### config.mk
export PLATFORM = sky130hd
export DESIGN_NAME = proj_fm_ctrl
export DESIGN_NICKNAME = d
export VERILOG_FILES = /design/src/rtl/proj_pkg.sv /design/src/rtl/proj_fm_fill_cnt.sv /design/src/rtl/proj_fm_ctrl.sv
export SDC_FILE = /design/constraint.sdc
export NUM_CORES = 1
export LEC_CHECK = 0
export CAP_MARGIN = 30
export CORE_ASPECT_RATIO = 1.4
export CORE_MARGIN = 5
export CORE_UTILIZATION = 36
export DETAILED_ROUTE_END_ITERATION = 7
export GPL_TIMING_DRIVEN = 0
export PLACE_DENSITY = 0.79
export SETUP_SLACK_MARGIN = 0.3
export SYNTH_ARGS = -nofsm -noshare
export SYNTH_HDL_FRONTEND = slang
export SYNTH_SLANG_ARGS = --single-unit
export TNS_END_PERCENT = 1
### constraint.sdc
create_clock -name clk -period 2.1 [get_ports clk]
set_input_delay 0.315 -clock clk [delete_from_list [all_inputs] [get_ports clk]]
set_output_delay 0.315 -clock clk [all_outputs]
set_load 0.02 [all_outputs]
### src/rtl/proj_pkg.sv
// Shared constants and types for the fragment-memory sequencer.
// Buffer geometry below sets the default FM buffer depth.
package proj_pkg;

    localparam int unsigned FM_RAMS_COUNT             = 2;
    localparam int unsigned FM_ENTRIES_COUNT          = 2;
    localparam int unsigned FM_OFFSET_COUNT           = 2;
    localparam int unsigned FM_DATA_BITS              = 32;
    localparam int unsigned SIGNED_INDICE_LEN         = 8;
    localparam int unsigned FM_EXTENDER_FRAG_LEN_BITS = 16;

    localparam int unsigned FM_BUFFER_WORDS =
        FM_RAMS_COUNT * FM_ENTRIES_COUNT * FM_OFFSET_COUNT;

    typedef enum logic [0:0] {
        R_IDLE,
        R_RUN
    } fm_rd_state_e;

endpackage

### src/rtl/proj_fm_fill_cnt.sv
// Write-side pacing for the FM: mirrors the FM's free-running write address,
// flags missing fill words and gates the buffer swap on the last word.
module proj_fm_fill_cnt #(
    parameter int unsigned BUFFER_WORDS = proj_pkg::FM_BUFFER_WORDS
) (
    input  logic clk,
    input  logic rst_n,
    input  logic s_valid,
    input  logic swap_ok,
    input  logic fm_wait,
    output logic s_ready,
    output logic swap,
    output logic underrun
);

    localparam int unsigned WcntBits = (BUFFER_WORDS > 2) ? $clog2(BUFFER_WORDS) : 1;
    localparam logic [WcntBits-1:0] WcntLast = WcntBits'(BUFFER_WORDS - 1);

    logic [WcntBits-1:0] wcnt_q, wcnt_d;
    logic                underrun_q, underrun_d;
    logic                at_last;

    always_comb begin
        at_last    = (wcnt_q == WcntLast);
        swap       = at_last & s_valid & swap_ok;
        s_ready    = at_last ? swap : 1'b1;
        wcnt_d     = wcnt_q;
        underrun_d = underrun_q;
        // The FM consumes a word every cycle below the last slot, valid or not.
        if (!at_last) begin
            wcnt_d = wcnt_q + WcntBits'(1);
            if (!s_valid) begin
                underrun_d = 1'b1;
            end
        end else if (swap) begin
            wcnt_d = '0;
        end
    end

    always_ff @(posedge clk or negedge rst_n) begin
        if (!rst_n) begin
            wcnt_q     <= '0;
            underrun_q <= 1'b0;
        end else begin
            wcnt_q     <= wcnt_d;
            underrun_q <= underrun_d;
        end
    end

    assign underrun = underrun_q;

    // The FM must be holding its write address while we sit on the last word.
    fm_wait_in_hold: assert property (@(posedge clk) disable iff (!rst_n) at_last |-> fm_wait);

endmodule

### src/rtl/proj_fm_ctrl.sv
// Sequencer for the ping-pong fragment memory: paces reference fills into the
// FM write buffer and runs strided fragment-query bursts from the read buffer.
module proj_fm_ctrl #(
    parameter int unsigned BUFFER_WORDS      = proj_pkg::FM_RAMS_COUNT *
                                               proj_pkg::FM_ENTRIES_COUNT *
                                               proj_pkg::FM_OFFSET_COUNT,
    parameter int unsigned DATA_BITS         = proj_pkg::FM_DATA_BITS,
    parameter int unsigned SIGNED_INDICE_LEN = proj_pkg::SIGNED_INDICE_LEN,
    parameter int unsigned FRAG_LEN          = proj_pkg::FM_EXTENDER_FRAG_LEN_BITS,
    parameter int unsigned CNT_BITS          = 16
) (
    input  logic                         clk,
    input  logic                         rst_n,
    input  logic                         s_valid,
    output logic                         s_ready,
    input  logic [DATA_BITS-1:0]         s_data,
    input  logic                         rd_release,
    input  logic                         q_valid,
    output logic                         q_ready,
    input  logic [SIGNED_INDICE_LEN-1:0] q_start,
    input  logic [SIGNED_INDICE_LEN-1:0] q_stride,
    input  logic [CNT_BITS-1:0]          q_count,
    output logic                         m_valid,
    input  logic                         m_ready,
    output logic [FRAG_LEN-1:0]          m_data,
    output logic                         m_last,
    output logic [DATA_BITS-1:0]         fm_wdata,
    output logic                         fm_chg_idx,
    output logic [SIGNED_INDICE_LEN-1:0] fm_frag_idx,
    input  logic                         fm_wait,
    input  logic [FRAG_LEN-1:0]          fm_rdata,
    output logic                         rd_buf_valid,
    output logic                         underrun
);

    import proj_pkg::*;

    fm_rd_state_e                 rd_state_q, rd_state_d;
    logic [SIGNED_INDICE_LEN-1:0] cur_q, cur_d;
    logic [SIGNED_INDICE_LEN-1:0] stride_q, stride_d;
    logic [CNT_BITS-1:0]          rem_q, rem_d;
    logic                         rd_buf_valid_q, rd_buf_valid_d;
    logic                         rel_pend_q, rel_pend_d;
    logic                         rd_idle, swap_ok, swap, q_accept, m_fire;

    assign fm_wdata   = s_data;
    assign m_data     = fm_rdata;
    assign fm_chg_idx = swap;

    proj_fm_fill_cnt #(
        .BUFFER_WORDS(BUFFER_WORDS)
    ) u_fill_cnt (
        .clk     (clk),
        .rst_n   (rst_n),
        .s_valid (s_valid),
        .swap_ok (swap_ok),
        .fm_wait (fm_wait),
        .s_ready (s_ready),
        .swap    (swap),
        .underrun(underrun)
    );

    always_comb begin
        rd_idle      = (rd_state_q == R_IDLE);
        // Swapping mid-burst would change the buffer under the reader.
        swap_ok      = rd_idle & (~rd_buf_valid_q | rel_pend_q);
        q_ready      = rd_idle & rd_buf_valid_q & ~rel_pend_q;
        m_valid      = (rd_state_q == R_RUN);
        m_last       = m_valid & (rem_q == CNT_BITS'(1));
        q_accept     = q_valid & q_ready;
        m_fire       = m_valid & m_ready;
        fm_frag_idx  = cur_q;
        rd_buf_valid = rd_buf_valid_q;

        rd_state_d = rd_state_q;
        cur_d      = cur_q;
        stride_d   = stride_q;
        rem_d      = rem_q;
        case (rd_state_q)
            R_IDLE: begin
                if (q_accept && (q_count != '0)) begin
                    cur_d      = q_start;
                    stride_d   = q_stride;
                    rem_d      = q_count;
                    rd_state_d = R_RUN;
                end
            end
            R_RUN: begin
                if (m_fire) begin
                    cur_d = cur_q + stride_q;
                    rem_d = rem_q - CNT_BITS'(1);
                    if (m_last) begin
                        rd_state_d = R_IDLE;
                    end
                end
            end
            default: rd_state_d = R_IDLE;
        endcase

        rd_buf_valid_d = rd_buf_valid_q | swap;
        rel_pend_d     = swap ? 1'b0 : (rel_pend_q | (rd_release & rd_buf_valid_q));
    end

    always_ff @(posedge clk or negedge rst_n) begin
        if (!rst_n) begin
            rd_state_q     <= R_IDLE;
            cur_q          <= '0;
            stride_q       <= '0;
            rem_q          <= '0;
            rd_buf_valid_q <= 1'b0;
            rel_pend_q     <= 1'b0;
        end else begin
            rd_state_q     <= rd_state_d;
            cur_q          <= cur_d;
            stride_q       <= stride_d;
            rem_q          <= rem_d;
            rd_buf_valid_q <= rd_buf_valid_d;
            rel_pend_q     <= rel_pend_d;
        end
    end

endmodule

==> results of run 1 <==
-- where the power goes --
| part | switching (mW) | internal [mW] | leakage (nW) | total [mW] |
|---|---|---|---|---|
| sequential | 0.365 | 1.11 | 0.461 | 1.47 |
| combinational | 1.52 | 1.52 | 1.36 | 3.04 |
| clock | 0.287 | 0.233 | 0.0412 | 0.519 |
| total | 2.17 | 2.86 | 1.86 | 5.03 |
-- placed cells by master (no fill, tap or decap), drive strengths merged, types with 5 or more instances in the layout --
cell / count
buf: 64
inv: 13
or2: 7
o21ai: 30
nor4: 6
a21oi: 18
o22ai: 11
mux2: 11
nand2: 19
clkbuf: 19
clkdlybuf4s15: 5
or3: 6
nand2b: 6
nand3: 7
nor2: 9
dlygate4sd2: 5
clkdlybuf4s50: 79
ha: 11
mux2i: 9
nor3: 9
dfrtp: 39
-- cells by family after synthesis --
family / Yosys count / synth area share
flops: 39 / 0.3492
fa+ha+maj: 12 / 0.05640
buf+inv: 70 / 0.1607
compound gates: 82 / 0.1795
simple gates: 85 / 0.1683
mux: 20 / 0.07655
xor+xnor: 3 / 0.009402
-- state kept, by name, indices dropped and copies added (netlist names) --
name and count:
fm_frag_idx 8, rel_pend_q 1, m_valid 1, rem_q 16, rd_buf_valid 1, stride_q 8, u_fill_cnt.wcnt_q 3, u_fill_cnt.underrun 1
-- area by class of cell --
type,instances,share of cell area
buffer,57,0.09780
clock inverter,2,0.002928
multi-input combinational,202,0.3657
inverter,13,0.01142
sequential,39,0.2293
clock buffer,6,0.01698
timing repair buffer,111,0.2466
tap,100,0.02928
-- final timing paths --
| path | depth (start not counted) | to | slack [ns] |
|---|---|---|---|
| setup / recovery | 4 | m_last | -0.07 |
| hold / removal | 3 | rem_q[0] | 0.35 |
| max in group asynchronous | 3 | rem_q[7] | 1.13 |
| min in group asynchronous | 2 | stride_q[1] | 0.48 |
| setup reg to reg | 6 | rem_q[15] | -0.07 |
| hold reg to reg | 1 | u_fill_cnt.wcnt_q[0] | 0.49 |
-- critical path: stages (launching register included) --
cell and delay, ns:
dfrtp_2 0.42, or3_4 0.39, or4b_4 0.51, nor2_4 0.12, buf_6 0.12
-- routing by layer --
metal  track usage  up-vias  routed length [um]  part of all wire
met1        0.1856     1302                3198              0.38
met5             0        -                   0                 0
met2        0.3261      126                4502              0.53
met3       0.04392        6                 665             0.079
li1              -     1309                   -                 -
met4       0.03379        0                  65            0.0077
-- timing repair --
item,in CTS,in global routing
setup endpoints to repair,37,28
endpoints found under the hold margin,14,0
pin swaps,18,13
gates resized for setup,62,31
buffers inserted,7,2
cloned,0,0
hold buffers,1,0
==> impl_metrics.py, run 1 <==
metrics = {
    "layout": {
        "fin_nets": 528,
        "area.growth.synth_to_final_pct": 52.86,
        "regArea_sq_um": 979.7,
        "design_area_sq_um": 4273,
        "drive_above_1_share": 0.3186,
        "number_of_non_filler_instances_in_the_completed_layout": 530,
        "postLayoutCoreUtil": 0.5582,
        "multi_input_area_sq_um": 1563,
        "antenna_cells": 0,
        "fillerInstances": 714,
    },
    "synth": {
        "synthArstFlopShare": 1.000,
        "post_synth_num_cell_types": 52,
        "synthTopCellsByArea": "dfrtp_1, buf_4, ha_1, mux2_2, o21ai_0",
        "synth_edf_count": 0,
        "netlist_top_cells_count": "buf_4, dfrtp_1, o21ai_0",
        "netlist.area_leader.share": 0.3491,
        "synth.yosys.seq_area_share": 0.3491,
        "number_of_nets_in_the_synthesized_netlist": 410,
        "ys.flop_type": "dfrtp_1",
        "post_synth_instance_area_sq_um": 2795,
        "synth_most_common_cell": "buf_4",
        "dominant_cell_type_by_area_after_synthesis": "dfrtp_1",
        "synthesis.yosys.warnings": 0,
        "synth.ff_latch_count": 39,
        "syn_inst": 311,
        "syn-mean-instance-area_sq_um": 8.988,
    },
    "clocking": {
        "cts_tree": "built",
        "cts.htree.levels": 2,
        "clk_latency_ns": 0.30,
        "path_clk_slew_ns": 0.08,
        "numCtsBuffers": 5,
        "cts-root-buf": "clkbuf_8",
        "clkSinkCount": 39,
        "clockBufferDepth": 2,
    },
    "sta": {
        "tightestPinTransition_ns": 0.7914,
        "maxSlewHeadroom": 0.4688,
        "final_hold_viols": 0,
        "slew_viol_final": 0,
        "setup_slack_ns": -0.06896,
        "timing.fmax_mhz": 461.1,
        "timing.final.crit_period_ns": 2.169,
        "fin_setup_tns_ns": -0.1376,
        "rsz_0062_raised_after_global_routing": "true",
        "min_period_over_period": 1.033,
        "clock-skew-final_ns": 0.01277,
        "fin_hold_ws_ns": 0.3534,
        "setup_viol_count_final": 2,
    },
    "drt": {
        "detail_route.drc_violations": 0,
        "detail_route.vias_per_cell": 5.175,
        "wl_final_um": 8432,
        "detailedRoute.firstPassIterationCount": 4,
        "drt-initial-drc-count": 112,
        "via_count": 2743,
        "routed_wire_length_per_instance_um": 15.91,
        "ant_nets": 0,
    },
    "worst_setup_path": {
        "setup.worst_path.class": "flip-flop to output port",
        "arr_time_crit_path_ns": 1.85,
        "crit_start": "rem_q[7]",
        "cp-end-kind": "output port",
        "critical_path_required_ns": 1.78,
        "critical_path.reg2reg.startpoint": "rem_q[7]",
        "crit_fanout": 2,
        "startpoint_type": "flip-flop",
    },
    "global_routing": {
        "groute.usage.overall": 0.1693,
        "first_global_vias": 2737,
        "initial_antenna_violation_count": 0,
        "global_route_wire_length_before_repair_um": 13370,
        "grt_remaining_overflow": 0,
        "grt_start_max_net_pins": 26,
    },
    "floorplan": {
        "start_util": 0.3652,
        "top_level_ports": 150,
        "die_w_um": 84.47,
        "rows": 38,
        "core_area_sq_um": 7655,
        "fp.dieH_um": 114.3,
        "die_area_sq_um": 9652,
    },
    "place": {
        "post_place_instance_area_sq_um": 3951,
        "dp_hpwl_um": 6394,
        "placement.setup.worst_slack_ns": -1.045,
        "place.detailed.instances": 512,
        "port-buffer-count": 100,
        "place_congestion": 0.8810,
    },
    "outcome": {
        "violated_checks": "negative setup slack",
        "result_of_the_run": "finished, violations left",
    },
    "power": {
        "power.leakage_nw": 1.861,
        "power_per_cell_area_nw_per_um2": 1178,
        "report.power.total_mw": 5.034,
        "ir_worst_vdd_uv": 716.0,
    },
    "worst_hold_path": {
        "worst_hold_startpoint": "q_count[0]",
        "min-delay-path-class": "primary input to flip-flop",
    },
    "run": {
        "max_cap_violations": 0,
    },
}
No activity file was read; power rests on OpenSTA's default activity.
==> inputs of run 2 (changes only) <==
--- a/config.mk
+++ b/config.mk
@@ -5,7 +5,7 @@
 export SDC_FILE = /design/constraint.sdc
 export NUM_CORES = 1
 export LEC_CHECK = 0
-export CAP_MARGIN = 30
+export CAP_MARGIN = 20
 export CORE_ASPECT_RATIO = 1.4
 export CORE_MARGIN = 5
 export CORE_UTILIZATION = 36
==> results of run 2 <==
No change in the layout: final DEF, timing and power equal those of run 1.
